`src/rtl/warp_end_collector_pkg.sv`:
```
// Shared warp-slot sizing for the warp-end collector and its arbiter.
package warp_end_collector_pkg;
  localparam int WEC_NUM_WARP   = 8;
  localparam int WEC_DEPTH_WARP = 3;
endpackage

```
`src/rtl/warp_end_collector_rr_arb.sv`:
```
// Round-robin arbiter: one-hot grant of the first request at or above ptr, wrapping.
import warp_end_collector_pkg::*;

module rr_arb #(
  parameter int ARB_WIDTH = WEC_NUM_WARP,
  parameter int PTR_W     = $clog2(ARB_WIDTH)
) (
  input  logic [ARB_WIDTH-1:0] req,
  input  logic [PTR_W-1:0]     ptr,
  output logic [ARB_WIDTH-1:0] grant
);
  logic [ARB_WIDTH-1:0]   hi_mask;
  logic [2*ARB_WIDTH-1:0] dbl;
  logic [2*ARB_WIDTH-1:0] gdbl;
  logic                   found;

  // Lower copy keeps only requests at/above ptr; upper copy supplies the wrap.
  assign hi_mask = {ARB_WIDTH{1'b1}} << ptr;
  assign dbl     = {req, req & hi_mask};

  always_comb begin
    gdbl  = '0;
    found = 1'b0;
    for (int i = 0; i < 2*ARB_WIDTH; i++) begin
      if (!found && dbl[i]) begin
        gdbl[i] = 1'b1;
        found   = 1'b1;
      end
    end
  end

  assign grant = gdbl[ARB_WIDTH-1:0] | gdbl[2*ARB_WIDTH-1:ARB_WIDTH];
endmodule

```
`src/rtl/warp_end_collector.sv`:
```
// Latches per-warp end pulses in a pending bitmap and drains them one id per handshake, round-robin.
import warp_end_collector_pkg::*;

module warp_end_collector #(
  parameter int NUM_WARP   = WEC_NUM_WARP,
  parameter int DEPTH_WARP = WEC_DEPTH_WARP
) (
  input  logic                  clk,
  input  logic                  rst,
  input  logic [NUM_WARP-1:0]   warp_end_i,
  input  logic                  warpRsp_ready_i,
  output logic                  warpRsp_valid_o,
  output logic [DEPTH_WARP-1:0] warpRsp_wid_o,
  output logic [DEPTH_WARP:0]   pending_cnt_o,
  output logic                  dup_err_o
);
  logic [NUM_WARP-1:0]   pending;
  logic [DEPTH_WARP-1:0] rr_ptr;
  logic                  dup_err;
  logic [NUM_WARP-1:0]   grant;
  logic [NUM_WARP-1:0]   clear_mask;
  logic                  fire;

  function automatic logic [DEPTH_WARP-1:0] one2bin(input logic [NUM_WARP-1:0] oh);
    logic [DEPTH_WARP-1:0] b;
    b = '0;
    for (int i = 0; i < NUM_WARP; i++)
      if (oh[i]) b = b | DEPTH_WARP'(i);
    return b;
  endfunction

  function automatic logic [DEPTH_WARP:0] popcnt(input logic [NUM_WARP-1:0] v);
    logic [DEPTH_WARP:0] c;
    c = '0;
    for (int i = 0; i < NUM_WARP; i++)
      c = c + (DEPTH_WARP+1)'(v[i]);
    return c;
  endfunction

  rr_arb #(.ARB_WIDTH(NUM_WARP), .PTR_W(DEPTH_WARP)) u_arb (
    .req   (pending),
    .ptr   (rr_ptr),
    .grant (grant)
  );

  // Outputs depend on registered state only; nothing combinational from warp_end_i.
  assign warpRsp_valid_o = |pending;
  assign warpRsp_wid_o   = one2bin(grant);
  assign pending_cnt_o   = popcnt(pending);
  assign dup_err_o       = dup_err;

  assign fire       = warpRsp_valid_o && warpRsp_ready_i;
  assign clear_mask = fire ? grant : '0;

  always_ff @(posedge clk or posedge rst) begin
    if (rst) begin
      pending <= '0;
      rr_ptr  <= '0;
      dup_err <= 1'b0;
    end else begin
      // Set wins over clear: a warp draining this cycle may legitimately end again.
      pending <= (pending & ~clear_mask) | warp_end_i;
      if (|(warp_end_i & pending & ~clear_mask))
        dup_err <= 1'b1;
      if (fire)
        rr_ptr <= (warpRsp_wid_o == DEPTH_WARP'(NUM_WARP-1)) ? '0
                                                               : warpRsp_wid_o + DEPTH_WARP'(1);
    end
  end
endmodule

```
`config.mk`:
```
export PLATFORM = sky130hd
export DESIGN_NAME = warp_end_collector
export DESIGN_NICKNAME = d
export VERILOG_FILES = /design/src/rtl/warp_end_collector_pkg.sv /design/src/rtl/warp_end_collector_rr_arb.sv /design/src/rtl/warp_end_collector.sv
export SDC_FILE = /design/constraint.sdc
export NUM_CORES = 1
export LEC_CHECK = 0
export ABC_AREA = 1
export BUFFER_PORTS_ARGS = -buffer_cell sky130_fd_sc_hd__buf_2
export CORE_UTILIZATION = 43
export CTS_CLUSTER_SIZE = 24
export DETAILED_ROUTE_END_ITERATION = 7
export GPL_TIMING_DRIVEN = 0
export SETUP_SLACK_MARGIN = 0.2
export SLEW_MARGIN = 20
export SYNTH_ARGS = -nofsm -noshare
export SYNTH_HDL_FRONTEND = slang
export SYNTH_SLANG_ARGS = --single-unit
```
`constraint.sdc`:
```
create_clock -name clk -period 5.5 [get_ports clk]
set_input_delay 0.825 -clock clk [delete_from_list [all_inputs] [get_ports clk]]
set_output_delay 0.825 -clock clk [all_outputs]
set_load 0.01 [all_outputs]
```
# Word-level counts from Yosys, hierarchy flattened
# Cells that the tools add are included.
# word_totals
mem_bits_ro	0
word_cells	92
mem_bits_rw	0
inputBits	11
output_inout_bits	9
memories	0
register_bits	12
latchBits	0
# op_classes
multipliers	0
n_reduce_logical	33
magnitude_cmp	0
addsub	8
shift	1
bitwise_logic	7
eq_ne	1
n_mux	39
div_mod_pow	0
# op_table
cell	count
$and 8x8->8	4
$mux 1	31
$add 4x1->4	4
$logic_and 1x1->1	16
$or 8x8->8	2
$reduce_or 8->1	2
$logic_not 1->1	15
$mux 3	5
$mux 8	1
$not 8->8	1
$shl 8x3->8 const A	1
$add 3x1->4	1
$mux 2	2
$add 2x1->3	1
$add 3x1->3 const B	1
$eq 3x3->1 const B	1
$add 1x1->2	1

# Longest topological paths before layout
# logic_depth
ltp_word	58
mapped_depth	16
ltp_nobuf	16

# Modules after synthesis
# Synthesis repeated with hierarchy kept, for this count alone.
# hier_totals
hier_cells	153
hier_area_um2	1123.6
# modules_own_cells
mod	instances	seq_area_each_um2	cells_each	area_per_inst_um2
warp_end_collector	1	300.3	104	883.3
rr_arb	1	0.0	49	240.2

# Worst setup path before layout
# OpenSTA, ideal clock, no wires.
# synth_timing
kind	register to output
from	register pending[0]
to	output port pending_cnt_o[2]
path_slack_ps	1924
path_stages_with_launch	9
t_arrival_ps	2751
path_cell_list	dfrtp_1 > fa_1 > inv_1 > fa_1 > fa_1 > inv_1 > ha_1 > fa_1 > xor2_1
# synth_between
elab_chain_cells	7
# synth_rtl
item	line	text
from (decl)	warp_end_collector.sv:17	logic [NUM_WARP-1:0] pending;
from (signal assigned)	warp_end_collector.sv:62	pending <= (pending & ~clear_mask) | warp_end_i;
$add 1x1->2	warp_end_collector.sv:36	c = c + (DEPTH_WARP+1)'(v[i]);
$add 2x1->3	warp_end_collector.sv:36	
$add 3x1->4	warp_end_collector.sv:36	
$add 4x1->4 (4 in a row)	warp_end_collector.sv:36	
to (decl)	warp_end_collector.sv:14	output logic [DEPTH_WARP:0] pending_cnt_o,
# No other way between the ends.

# Worst setup path in the final report
# Same ends and word-level chain as after synthesis.

==> key figures <==
Status
  • Status: completed

Synth
  • Seq cells post-synth: 12
  • Dominant synthesized flop cell: dfrtp_1
  • Synth Instances: 142
  • Top-count cell post-synth: nand2_1
  • Async set-reset flop share out of synthesis: 100%
  • Yosys top cell area share: 27.1%
  • Warnings from Yosys: 0
  • Post-Syn Area: between 0.001 and 0.0015 mm2
  • Sequential cell area fraction in the yosys report: 27.1%
  • Dominant cell type by area after synthesis: dfrtp_1
  • Post-Synth Adder-Cell Area: 14.0%
  • Avg Inst Size Synth: 7.82 um2
  • Compound-Gate Fraction of Synth Area: roughly a tenth
  • Post-synth cell types: 29
  • Synth Area in XOR/XNOR: 0.789%
  • Post-synthesis simple-gate area fraction: a little under two fifths
  • Mapped Nets: around 160
  • Top post-synthesis cells by area: dfrtp_1 27%, nand2_1 9.8%, fa_1 7.2%
  • Number of synthesized flops with an enable pin: 0
  • Top post-synthesis cells by count: 29 x nand2_1, 19 x inv_1, 13 x nand3_1
  • Largest family of logic cells by synthesized area: simple AND/OR/NAND/NOR gates
  • Multiplexer area fraction after synthesis: 0%

Power
  • Internal power: 302 uW
  • Sw Pwr: about 300 uW
  • Worst vdd ir: 0.000295 V
  • Logic gate share of total power: 64.5%
  • Sequential Power Share: 23.7%
  • Clk pwr share: a little under an eighth
  • Lkg Pwr: ~0.67 nW
  • Total power: slightly above 600 uW
  • Pwr Density: 472 mW/mm2
  • Net Sw Frac: 50.0%

Clock tree
  • Setup Buffers After CTS: 0
  • Clock-pin slew of the registers on the worst-case setup and hold paths: 0.07 ns
  • Post-CTS Resized: 0
  • Clock insertion delay at the later pin of the skew report: 0.28 ns
  • Root Driver: clkbuf_4
  • CTS tree: built
  • CTS Buffer Depth: 2
  • Num CTS Buffers: 3
  • CTS H-tree depth: 1
  • CTS Sinks: 12
  • Post-CTS Hold Buffers: 0

Layout
  • Final cell count without fillers: 195
  • Net count, final: 187
  • Layout Utilization: 52.1%
  • P&R area growth vs syn: 15.2%
  • Share of cells above drive strength 1: a little under a third
  • Diode count: 0

Drt
  • WL final: 2480 um
  • Residual DRC: 0
  • Antenna viol nets, final: 0
  • Drt first-iter violations: 30
  • WL/cell: 12.7 um
  • DR pass1 iterations: 4
  • Detailed-route via count: 1031
  • Routed vias/inst: ~5.3

STA
  • Setup violators final: 0
  • Minimum clock period: 4.03 ns
  • Final period utilization: 73.2%
  • Worst rel slew slack: 68.7%
  • Fin Setup TNS: 0 ns
  • Count of pins over their slew limit: 0
  • Final-report hold violation count: 0
  • Max Clk Rate: 248 MHz
  • Worst-Margin Slew: 0.470 ns
  • Skew final: 0.000784 ns
  • RSZ-0062 raised after global routing: no
  • Post-route setup slack: approximately 1.5 ns

Floorplan
  • Die height: roughly 53 um
  • Row count: 18
  • Width of the die: ~53 um
  • DIE AREA: approximately 0.0028 mm2
  • Core area: about 0.0025 mm2
  • Initial Util: a little under half
  • Ports: 20

Global route
  • Global Route Usage Sum: about a fifth
  • First-pass GRT wire length: 4090 um
  • Pin count of the biggest net entering global routing: 13
  • Initial antenna violation count: 0
  • Vias in the first global route: 933
  • GRT Residual Overflow: 0

Job
  • Max-Cap Viols: 0

Setup path
  • Critical path startpoint category: register
  • Element type at the critical path end: primary output
  • Critical path class: register to primary output
  • Worst endpoint data arrival time: 3.20 ns
  • Crit path max fanout: 5
  • Critical path data required time: between 4 and 5 ns

Placement
  • IO Port Bufs: 19
  • Final RePlAce weighted congestion: between 0.9 and 1
  • Placed instance count: ~190
  • Pre-CTS WS: 1.76 ns
  • DP Wirelength: 2060 um

Hold path
  • Hold/Removal Path Class: primary input to asynchronous set/reset pin
## cell families after synthesis
group / count (synthesis)
and+or+nand+nor: 77
buffers and inverters: 25
AOI/OAI and AO/OA: 17
DFF: 12
adders and majority gates: 10
xor gates and xnor gates: 1
## layer usage
metal / part of all wire (%) / vias up / global-route usage (%) / routed length [um]
li1: - / 521 / - / -
met1: 46 / 483 / 28.0 / 1140
met2: 47 / 22 / 32.9 / 1160
met3: 4.8 / 5 / 1.74 / 118
met4: 2.3 / 0 / 10.5 / 58
met5: 0 / - / 0 / 0
## flip-flops by register name (all words and copies together) (netlist names)
signal and cells:
rr_ptr 3, pending 8, dup_err_o 1
## power by group through the flow
stage | clock network, mW | registers, mW | logic, mW
2_1_floorplan | 0 | 0.135 | 0.290
3_3_place_gp | 0 | 0.145 | 0.380
3_5_place_dp | 0 | 0.145 | 0.392
4_1_cts | 0.0750 | 0.143 | 0.395
5_1_grt | 0.0772 | 0.148 | 0.438
6_report | 0.0712 | 0.143 | 0.389
## cell type report
cell class                      count  area [um2]
Clock buffer                        4        36.3
Fill cell                         262        1180
Timing Repair Buffer               19        95.1
Sequential cell                    12         300
Multi-Input combinational cell    105         706
Tap cell                           30        37.5
Buffer                              1        13.8
Inverter                           24        90.1
## critical path, stage by stage, from the launching register on
cell,delay (ns)
dfrtp_1,0.47
fa_1,0.56
inv_1,0.04
fa_1,0.45
fa_1,0.49
inv_1,0.04
ha_1,0.20
fa_1,0.38
xor2_1,0.15
buf_2,0.15
## placed cells by master (no fill, tap or decap), types with 2 or more instances in the layout
cell      instances
nand2_1          29
inv_1            19
buf_2            19
nand3_1          13
dfrtp_1          12
nand4_1           8
ha_1              6
inv_2             5
nor2_2            5
nand2_2           5
nor2_1            5
a21o_1            5
fa_1              4
nand3_2           3
a21oi_1           3
or2_2             3
clkbuf_4          3
clkbuf_8          2
o21ai_0           2
o21ai_2           2
nand4_2           2
## final timing paths
path | startpoint | end | slack (ns) | depth (start not counted)
setup / recovery | pending[0]$_DFF_PP0_ | pending_cnt_o[2] | 1.47 | 9
min in group clk | rr_ptr[0]$_DFFE_PP0P_ | rr_ptr[0]$_DFFE_PP0P_ | 0.60 | 2
hold reg to reg | rr_ptr[0]$_DFFE_PP0P_ | rr_ptr[0]$_DFFE_PP0P_ | 0.60 | 2
max in group asynchronous | rst | pending[3]$_DFF_PP0_ | 4.64 | 2
hold / removal | rst | pending[1]$_DFF_PP0_ | 0.54 | 2
setup reg to reg | pending[0]$_DFF_PP0_ | rr_ptr[0]$_DFFE_PP0P_ | 2.90 | 15
## stage by stage
stage | cell area, um2 | hold WS (ns)
6_report | 1280 | 0.543
5_1_grt | 1280 | 0.582
4_1_cts | 1280 | 0.547
3_5_place_dp | 1240 | 0.584
3_3_place_gp | 1240 | 0.584
2_1_floorplan | 1110 | 0.521
Note: power is estimated with default switching activity, not from simulation.
